$ cat config.mk
export PLATFORM = sky130hd
export DESIGN_NAME = serial_subtractor_ctrl_flat
export DESIGN_NICKNAME = d
export VERILOG_FILES = /design/src/rtl/serial_subtractor_ctrl_pkg.sv /design/src/rtl/serial_subtractor_ctrl_if.sv /design/src/rtl/serial_subtractor_ctrl_full_subtractor_bit.sv /design/src/rtl/serial_subtractor_ctrl.sv /design/src/flat_wrapper.sv
export SDC_FILE = /design/constraint.sdc
export NUM_CORES = 1
export LEC_CHECK = 0
export BUFFER_PORTS_ARGS = -buffer_cell sky130_fd_sc_hd__buf_2
export CORE_UTILIZATION = 49
export DETAILED_ROUTE_END_ITERATION = 8
export PLACE_DENSITY = 0.84
export SLEW_MARGIN = 20
export SYNTH_ARGS = -nofsm -noshare
export SYNTH_HDL_FRONTEND = slang
export SYNTH_SLANG_ARGS = --single-unit
$ cat constraint.sdc
create_clock -name clk -period 1.4 [get_ports clk]
set_clock_uncertainty 0.15 [all_clocks]
set_input_delay 0.07 -clock clk [delete_from_list [all_inputs] [get_ports clk]]
set_output_delay 0.07 -clock clk [all_outputs]
set_load 0.1 [all_outputs]
$ cat src/rtl/serial_subtractor_ctrl_pkg.sv
// Shared constants for the bit-serial subtractor: state encoding and default operand width.
package serial_subtractor_ctrl_pkg;

   typedef logic state_t;

   localparam state_t IDLE = 1'b0;
   localparam state_t RUN  = 1'b1;

   localparam int unsigned DEFAULT_WIDTH = 8;

endpackage

$ cat src/rtl/serial_subtractor_ctrl_if.sv
// Start/busy/done handshake plus operand and result buses of the serial subtractor.
interface serial_subtractor_ctrl_if
   import serial_subtractor_ctrl_pkg::*;
#(
   parameter int unsigned WIDTH = DEFAULT_WIDTH
);

   logic             start;
   logic [WIDTH-1:0] a;
   logic [WIDTH-1:0] b;
   logic             busy;
   logic             done;
   logic [WIDTH-1:0] diff;
   logic             borrow_out;

   modport master (
      output start, a, b,
      input  busy, done, diff, borrow_out
   );

   modport slave (
      input  start, a, b,
      output busy, done, diff, borrow_out
   );

endinterface

$ cat src/rtl/serial_subtractor_ctrl_full_subtractor_bit.sv
// One-bit full subtractor built from two half subtractors and an OR of their borrows.
module half_subtractor (
   input  logic a,
   input  logic b,
   output logic d,
   output logic bout
);

   assign d    = a ^ b;
   assign bout = ~a & b;

endmodule

module full_subtractor_bit (
   input  logic a,
   input  logic b,
   input  logic bin,
   output logic d,
   output logic bout
);

   logic d1;
   logic bout1;
   logic bout2;

   half_subtractor u_hs0 (
      .a    (a),
      .b    (b),
      .d    (d1),
      .bout (bout1)
   );

   // Second stage subtracts the incoming borrow from the first-stage difference.
   half_subtractor u_hs1 (
      .a    (d1),
      .b    (bin),
      .d    (d),
      .bout (bout2)
   );

   assign bout = bout1 | bout2;

endmodule

$ cat src/rtl/serial_subtractor_ctrl.sv
// Bit-serial WIDTH-bit unsigned subtractor: one bit per clock through a single full-subtractor cell.
module serial_subtractor_ctrl
   import serial_subtractor_ctrl_pkg::*;
#(
   parameter int unsigned WIDTH = DEFAULT_WIDTH
) (
   input  logic                     clk,
   input  logic                     rst,
   serial_subtractor_ctrl_if.slave  bus
);

   localparam int unsigned CNT_W = $clog2(WIDTH);

   state_t             state_q;
   state_t             state_d;
   logic [WIDTH-1:0]   a_sr;
   logic [WIDTH-1:0]   b_sr;
   logic [WIDTH-1:0]   res_sr;
   logic [WIDTH-1:0]   res_next;
   logic               bin_q;
   logic [CNT_W-1:0]   cnt_q;
   logic               busy_q;
   logic               done_q;
   logic [WIDTH-1:0]   diff_q;
   logic               borrow_q;
   logic               cell_d;
   logic               cell_bout;
   logic               accept_c;
   logic               step_c;
   logic               finish_c;

   full_subtractor_bit u_cell (
      .a    (a_sr[0]),
      .b    (b_sr[0]),
      .bin  (bin_q),
      .d    (cell_d),
      .bout (cell_bout)
   );

   assign res_next = {cell_d, res_sr[WIDTH-1:1]};

   // State register.
   always_ff @(posedge clk) begin
      if (rst) begin
         state_q <= IDLE;
      end else begin
         state_q <= state_d;
      end
   end

   // Next-state logic.
   always_comb begin
      state_d = state_q;
      case (state_q)
         IDLE:    if (bus.start) state_d = RUN;
         RUN:     if (cnt_q == CNT_W'(WIDTH - 1)) state_d = IDLE;
         default: state_d = IDLE;
      endcase
   end

   // Per-state control strobes for the datapath.
   always_comb begin
      accept_c = 1'b0;
      step_c   = 1'b0;
      finish_c = 1'b0;
      case (state_q)
         IDLE:    accept_c = bus.start;
         RUN: begin
            step_c   = 1'b1;
            finish_c = (cnt_q == CNT_W'(WIDTH - 1));
         end
         default: ;
      endcase
   end

   // Datapath and handshake registers; diff/borrow_out only move on completion.
   always_ff @(posedge clk) begin
      if (rst) begin
         a_sr     <= '0;
         b_sr     <= '0;
         res_sr   <= '0;
         bin_q    <= 1'b0;
         cnt_q    <= '0;
         busy_q   <= 1'b0;
         done_q   <= 1'b0;
         diff_q   <= '0;
         borrow_q <= 1'b0;
      end else begin
         done_q <= finish_c;
         if (accept_c) begin
            a_sr   <= bus.a;
            b_sr   <= bus.b;
            bin_q  <= 1'b0;
            cnt_q  <= '0;
            busy_q <= 1'b1;
         end else if (step_c) begin
            a_sr   <= a_sr >> 1;
            b_sr   <= b_sr >> 1;
            res_sr <= res_next;
            bin_q  <= cell_bout;
            cnt_q  <= finish_c ? '0 : cnt_q + CNT_W'(1);
            if (finish_c) begin
               diff_q   <= res_next;
               borrow_q <= cell_bout;
               busy_q   <= 1'b0;
            end
         end
      end
   end

   assign bus.busy       = busy_q;
   assign bus.done       = done_q;
   assign bus.diff       = diff_q;
   assign bus.borrow_out = borrow_q;

endmodule

$ cat src/flat_wrapper.sv
// flat-port wrapper written by rule: the top's interface ports become plain ports
module serial_subtractor_ctrl_flat import serial_subtractor_ctrl_pkg::*;
#(
   parameter int unsigned WIDTH = DEFAULT_WIDTH
)
  (clk, rst, bus_start, bus_a, bus_b, bus_busy, bus_done, bus_diff, bus_borrow_out);
  serial_subtractor_ctrl_if #(.WIDTH(WIDTH)) bus_i ();
  input  logic clk;
  input  logic rst;
  input wire logic [$bits(bus_i.start)-1:0] bus_start;
  input wire logic [$bits(bus_i.a)-1:0] bus_a;
  input wire logic [$bits(bus_i.b)-1:0] bus_b;
  output wire logic [$bits(bus_i.busy)-1:0] bus_busy;
  output wire logic [$bits(bus_i.done)-1:0] bus_done;
  output wire logic [$bits(bus_i.diff)-1:0] bus_diff;
  output wire logic [$bits(bus_i.borrow_out)-1:0] bus_borrow_out;
  assign bus_i.start = bus_start;
  assign bus_i.a = bus_a;
  assign bus_i.b = bus_b;
  assign bus_busy = bus_i.busy;
  assign bus_done = bus_i.done;
  assign bus_diff = bus_i.diff;
  assign bus_borrow_out = bus_i.borrow_out;
  serial_subtractor_ctrl #(.WIDTH(WIDTH)) u_core (.clk(clk), .rst(rst), .bus(bus_i));
endmodule
### Word-level counts from Yosys, hierarchy flattened

Index checks and enable logic that the tools add are counted.

| operators by class | value |
|---|---|
| add/sub/neg operators | 1 |
| multiply operators | 0 |
| divide/modulo/power cells | 0 |
| $lt $le $gt $ge | 0 |
| equality and inequality tests | 1 |
| shifts and indexed selects | 0 |
| muxes and demuxes | 14 |
| bitwise gates (word level) | 9 |
| reductions and logical operators | 6 |

Operators with widths:

| cell | number |
|---|---|
| 2-to-1 mux 8 bit | 4 |
| 2-to-1 mux 1 bit | 8 |
| NOT 1 bit | 4 |
| AND reduction 2 bit | 2 |
| nonzero test 2 bit | 2 |
| adder 3 x 1 -> 3 bit, second input constant | 1 |
| equality test 3 bit, second input constant | 1 |
| 2-to-1 mux 3 bit | 1 |
| AND reduction 3 bit | 1 |
| AND 1 bit | 2 |
| case mux 1 bit (2 select lines) | 1 |
| OR reduction 2 bit | 1 |
| bitwise XOR 1 bit | 2 |
| OR 1 bit | 1 |

| word-level totals | value |
|---|---|
| register bits | 40 |
| latch bits | 0 |
| RAM bits | 0 |
| ROM bits | 0 |
| input bits | 19 |
| output and inout port bits | 11 |
| word-level logic and storage cells | 41 |
| memories | 0 |

### Logic depth before layout (Yosys ltp)

| logic depth | value |
|---|---|
| word-level depth | 5 |
| mapped depth | 5 |
| mapped depth without buffers | 4 |

### By module

From an unflattened synthesis, not the netlist that was laid out.

| second synthesis, totals | value |
|---|---|
| cells, all modules | 170 |
| area, all modules | 1714.1 µm² |

By module, submodules not included:

| module | times used | cells an instance | area each (µm²) | seq. area each (µm²) |
|---|---|---|---|---|
| serial_subtractor_ctrl | 1 | 163 | 1667.8 | 780.7 |
| half_subtractor | 2 | 3 | 20.0 | 0.0 |
| full_subtractor_bit | 1 | 1 | 6.3 | 0.0 |

### Worst setup path after synthesis

Ideal clock, no wire load.

| timing path | value |
|---|---|
| path kind | register to register |
| from | register u_core.bus.diff[1] (netlist name) |
| to | register u_core.diff_q[1], in the netlist u_core.bus.diff[1] |
| setup time | 71 ps |
| arrival time | 1329 ps |
| required time | 1179 ps |
| setup slack | -150 ps |
| cell stages (with the launch flop) | 3 |
| path buffers | 0 |
| clock period less this slack | 1550 ps |
| cells stage by stage | dfxtp_1 > a21bo_2 > a21oi_1 |

RTL lines:

| element | RTL line | text |
|---|---|---|
| end signal: assignment | serial_subtractor_ctrl.sv:103 | `diff_q <= res_next;` |
| end: declaration | serial_subtractor_ctrl.sv:24 | `logic [WIDTH-1:0] diff_q;` |

### Worst setup path in the final report

| timing path | value |
|---|---|
| from | register u_core.cnt_q[0] |
| to | register u_core.cnt_q[0] |

| on the way | value |
|---|---|
| word-level cells in the longest chain between the ends | 3 |
| elaborated cells on any way between the ends | 4 |
| classes of those cells | add/sub (1); eq/ne (1); mux (2) |

Ends and longest elaborated chain:

| element | RTL line | text |
|---|---|---|
| start: declaration | serial_subtractor_ctrl.sv:21 | `logic [CNT_W-1:0] cnt_q;` |
| start signal: assignment | serial_subtractor_ctrl.sv:101 | `cnt_q <= finish_c ? '0 : cnt_q + CNT_W'(1);` |
| branches (longest 2 deep; another with adder 3 x 1 -> 3 bit) | - |  |
| 2-to-1 mux 3 bit * | serial_subtractor_ctrl.sv:101 |  |

Mark *: on every way between the ends.
A chain may end at the register's enable or synchronous reset.

==> results_tabular.tex <==
\begin{tabular}{lr}
\hline
Metric & Value \\
\hline
\multicolumn{2}{l}{\textbf{Critical path}} \\
Type of the setup path with the least slack & reg2reg \\
Sequence of cells on the critical path & ha\_4 -> ha\_4 -> or3b\_4 -> a21oi\_2 \\
Startpoint type of the worst setup path & register \\
Largest delay contributor family on the critical path & simple AND/OR/NAND/NOR gates \\
Critical-path top delay cell & or3b\_4 \\
Capturing element type of the critical path & register \\
Data required time at the worst endpoint & 1.51 ns \\
Crit path buf inv count & 0 \\
Arrival time of data at the critical path endpoint & 1.50 ns \\
Stage delay of the slowest cell on the critical path & 0.37 ns \\
Most frequent cell on the critical path & ha\_4 \\
Maximum fanout along the worst path & 3 \\
\multicolumn{2}{l}{\textbf{STA}} \\
Hold\_ws & 0.150 ns \\
Highest Clock Rate & 722 MHz \\
Tightest slew margin relative to the limit & 0.627 \\
Share of the clock period used by the worst path after layout & 0.989 \\
Worst-margin pin slew & 0.560 ns \\
Final Setup Violations & 0 \\
Minimum clock period & 1.38 ns \\
RSZ-0062 raised after global routing & true \\
Endpoints failing hold & 0 \\
Number of max-slew violations in the final report & 0 \\
\multicolumn{2}{l}{\textbf{Yosys}} \\
Sequential element share of the synthesized area & 0.464 \\
Most used DFF post-synth & dfxtp\_1 \\
Net Count, Synth & 187 \\
Synth async-reset ratio & 0 \\
Most used standard cell by instance count after synthesis & dfxtp\_1 \\
Main area contributors after synthesis & dfxtp\_1 46\%, mux2i\_1 14\%, a211oi\_1 6.3\% \\
Number of flops mapped to enable cells by yosys & 0 \\
Count of unique library cells instantiated by Yosys & 26 \\
Average cell area after synthesis & 10.2 um2 \\
Top cells by count, synth & 39 x dfxtp\_1, 23 x mux2i\_1, 14 x a211oi\_1, 14 x nor2b\_1, 13 x a21oi\_1 \\
Netlist area before placement & 0.00168 mm2 \\
Count of warnings emitted by yosys & 0 \\
Gate count of the mapped netlist & 165 \\
Register bit total from synthesis & 39 \\
Cell accounting for the most synthesized area & dfxtp\_1 \\
Fraction of post-synthesis cell area in the top cell type by area & 0.464 \\
\multicolumn{2}{l}{\textbf{Min path}} \\
Hold Crit Class & in2reg \\
\multicolumn{2}{l}{\textbf{CTS}} \\
CTS HTree Levels & 2 \\
CTS tree & done \\
Clock transition time at the flip-flop clock pins of the worst setup and hold paths & 0.11 ns \\
Number of buffers created by CTS & 5 \\
Insertion delay to the later sink of the worst-skew pair & 0.33 ns \\
Master cell of the clock root buffer & clkbuf\_4 \\
Number of buffers between clock root and the deepest sink & 2 \\
Clk sinks & 39 \\
\multicolumn{2}{l}{\textbf{Route}} \\
First-pass iteration count of the detailed router & 4 \\
Final WL & 3.44 mm \\
Post-DRT Antenna Nets & 0 \\
Total number of vias & 1314 \\
Avg Vias per Cell & 5.13 \\
WL per Instance & 13.4 um \\
Drt initial violations & 40 \\
Post-detailed-route DRC marker count & 0 \\
\multicolumn{2}{l}{\textbf{GRT}} \\
Largest net degree at the start of global routing & 27 \\
Sum of overflow across all layers after global routing & 0 \\
Overall fraction of global-route tracks in use & 0.208 \\
Global-route wire length before repair & 5.52 mm \\
Number of antenna violations at the first check in global routing & 0 \\
Vias in the first global route & 1266 \\
\multicolumn{2}{l}{\textbf{Placement}} \\
Routability cong. & 0.683 \\
Standard cell area after detailed placement & 0.00189 mm2 \\
Count of buffers inserted at the top-level ports & 29 \\
Final HPWL from detailed placement & 2.06 mm \\
Post-Place Cells & 230 \\
\multicolumn{2}{l}{\textbf{Floorplan}} \\
FP Rows & 20 \\
Area of the die & 0.00367 mm2 \\
Die boundary width & 60.6 um \\
Die Ht & 60.6 um \\
Top-Level Pins & 30 \\
Core Area & 0.00315 mm2 \\
Initial core utilization & 0.533 \\
\multicolumn{2}{l}{\textbf{Final layout}} \\
Number of nets in the layout & 235 \\
Post-Layout Cell Count & 256 \\
Share of layout cells above drive strength 1 & 0.396 \\
Final design area excluding fillers & 0.00222 mm2 \\
Area overhead of the layout relative to synthesis & 32.1\% \\
Antenna diode count & 0 \\
\multicolumn{2}{l}{\textbf{Power and ir drop}} \\
Power density of the placed cells & 899 mW/mm2 \\
Static leakage & 0.000915 uW \\
Post-layout total power & 2000 uW \\
Largest vdd supply drop & 665 uV \\
\multicolumn{2}{l}{\textbf{Flow run}} \\
Max-capacitance violation count & 0 \\
\multicolumn{2}{l}{\textbf{Run status}} \\
Run status & completed \\
\hline
\end{tabular}
==> per-layer routing <==
metal	track usage	wire length [um]
met5	0	0
met4	0.0779	50
met3	0.0704	97
met1	0.247	1560
met2	0.349	1730
==> state kept, by name (all words and copies together) (netlist names) <==
name                   count
u_core.bus.busy            1
u_core.cnt_q               3
u_core.bus.done            1
u_core.state_q             1
u_core.a_sr                8
u_core.b_sr                8
u_core.bin_q               1
u_core.bus.borrow_out      1
u_core.bus.diff            8
u_core.res_sr              7
==> through the flow <==
| stage | setup WS (ns) | utilization | setup TNS [ns] |
|---|---|---|---|
| after CTS | 0.000741 | 0.687 | 0 |
| final | 0.0154 | 0.704 | 0 |
| after floorplan | 0.0293 | - | 0 |
| after global placement | 0.0211 | 0.599 | 0 |
| after detailed placement | -0.0227 | 0.599 | -0.0696 |
| after global routing | -0.0620 | 0.704 | -0.143 |
==> cells in the final DEF, fill, tap and decap left out, types with 2 or more instances in the layout <==
cell | synthesis | routed
ha_4 | 0 | 2
a211oi_1 | 14 | 14
a21bo_2 | 8 | 8
a21oi_2 | 1 | 7
dlygate4sd3_1 | 0 | 17
buf_2 | 5 | 29
buf_12 | 0 | 3
a21oi_1 | 13 | 7
nand3_1 | 8 | 7
buf_4 | 3 | 6
dfxtp_2 | 0 | 16
nor3_1 | 2 | 2
or3b_2 | 3 | 2
nor2_1 | 9 | 9
or3b_1 | 2 | 2
mux2i_1 | 23 | 23
dfxtp_1 | 39 | 23
nor2b_1 | 14 | 14
nand2_1 | 2 | 2
nand2b_1 | 2 | 2
clkbuf_4 | 0 | 5
==> kinds of logic (layout without fill, tap and decap cells) <==
| kind of cell | count (synthesis) | after routing | share of synthesized area |
|---|---|---|---|
| buf+inv | 18 | 65 | 0.0595 |
| fa+ha+maj | 3 | 3 | 0.0268 |
| flops | 39 | 39 | 0.464 |
| mux | 23 | 23 | 0.137 |
| simple gates | 44 | 44 | 0.149 |
| compound gates | 38 | 38 | 0.164 |
==> final timing paths <==
path	endpoint	cells after the start	slack, ns	startpoint
hold / removal	u_core.state_q	3	0.15	bus_start
setup / recovery	u_core.cnt_q[0]	4	0.02	u_core.cnt_q[0]
setup reg to reg	u_core.cnt_q[0]	4	0.02	u_core.cnt_q[0]
hold reg to reg	u_core.bus.diff[0]	2	0.34	u_core.res_sr[1]
==> final cells by class <==
cell class	count	area, um2
clock buffer	6	41.3
inverter	3	15.0
tap	44	55.1
fill	235	932
sequential	39	801
multi-input combinational	108	861
timing repair buffer	56	448
==> worst reg2reg max path, delay by kind of cell, from the launching register on <==
family,cells,cell delay (ns)
simple gates,1,0.37
flops,1,0.34
fa+ha+maj,2,0.34
compound gates,1,0.12
==> report_power, final <==
part / internal, uW / switching [uW] / total (uW)
Combinational: 152 / 146 / 298
Clock: 179 / 321 / 500
Sequential: 1160 / 35.8 / 1200
Total: 1490 / 503 / 2000
==> repair_timing <==
item                                    4_1_cts  5_1_grt
setup buffers                                 0        2
hold buffers                                 17        0
cloned                                        1        0
hold endpoints to repair                     17        0
endpoints found under the setup margin        9       25
gates resized for setup                       7       13
pin swaps                                     2        3
(Power assumes the default switching activity.)
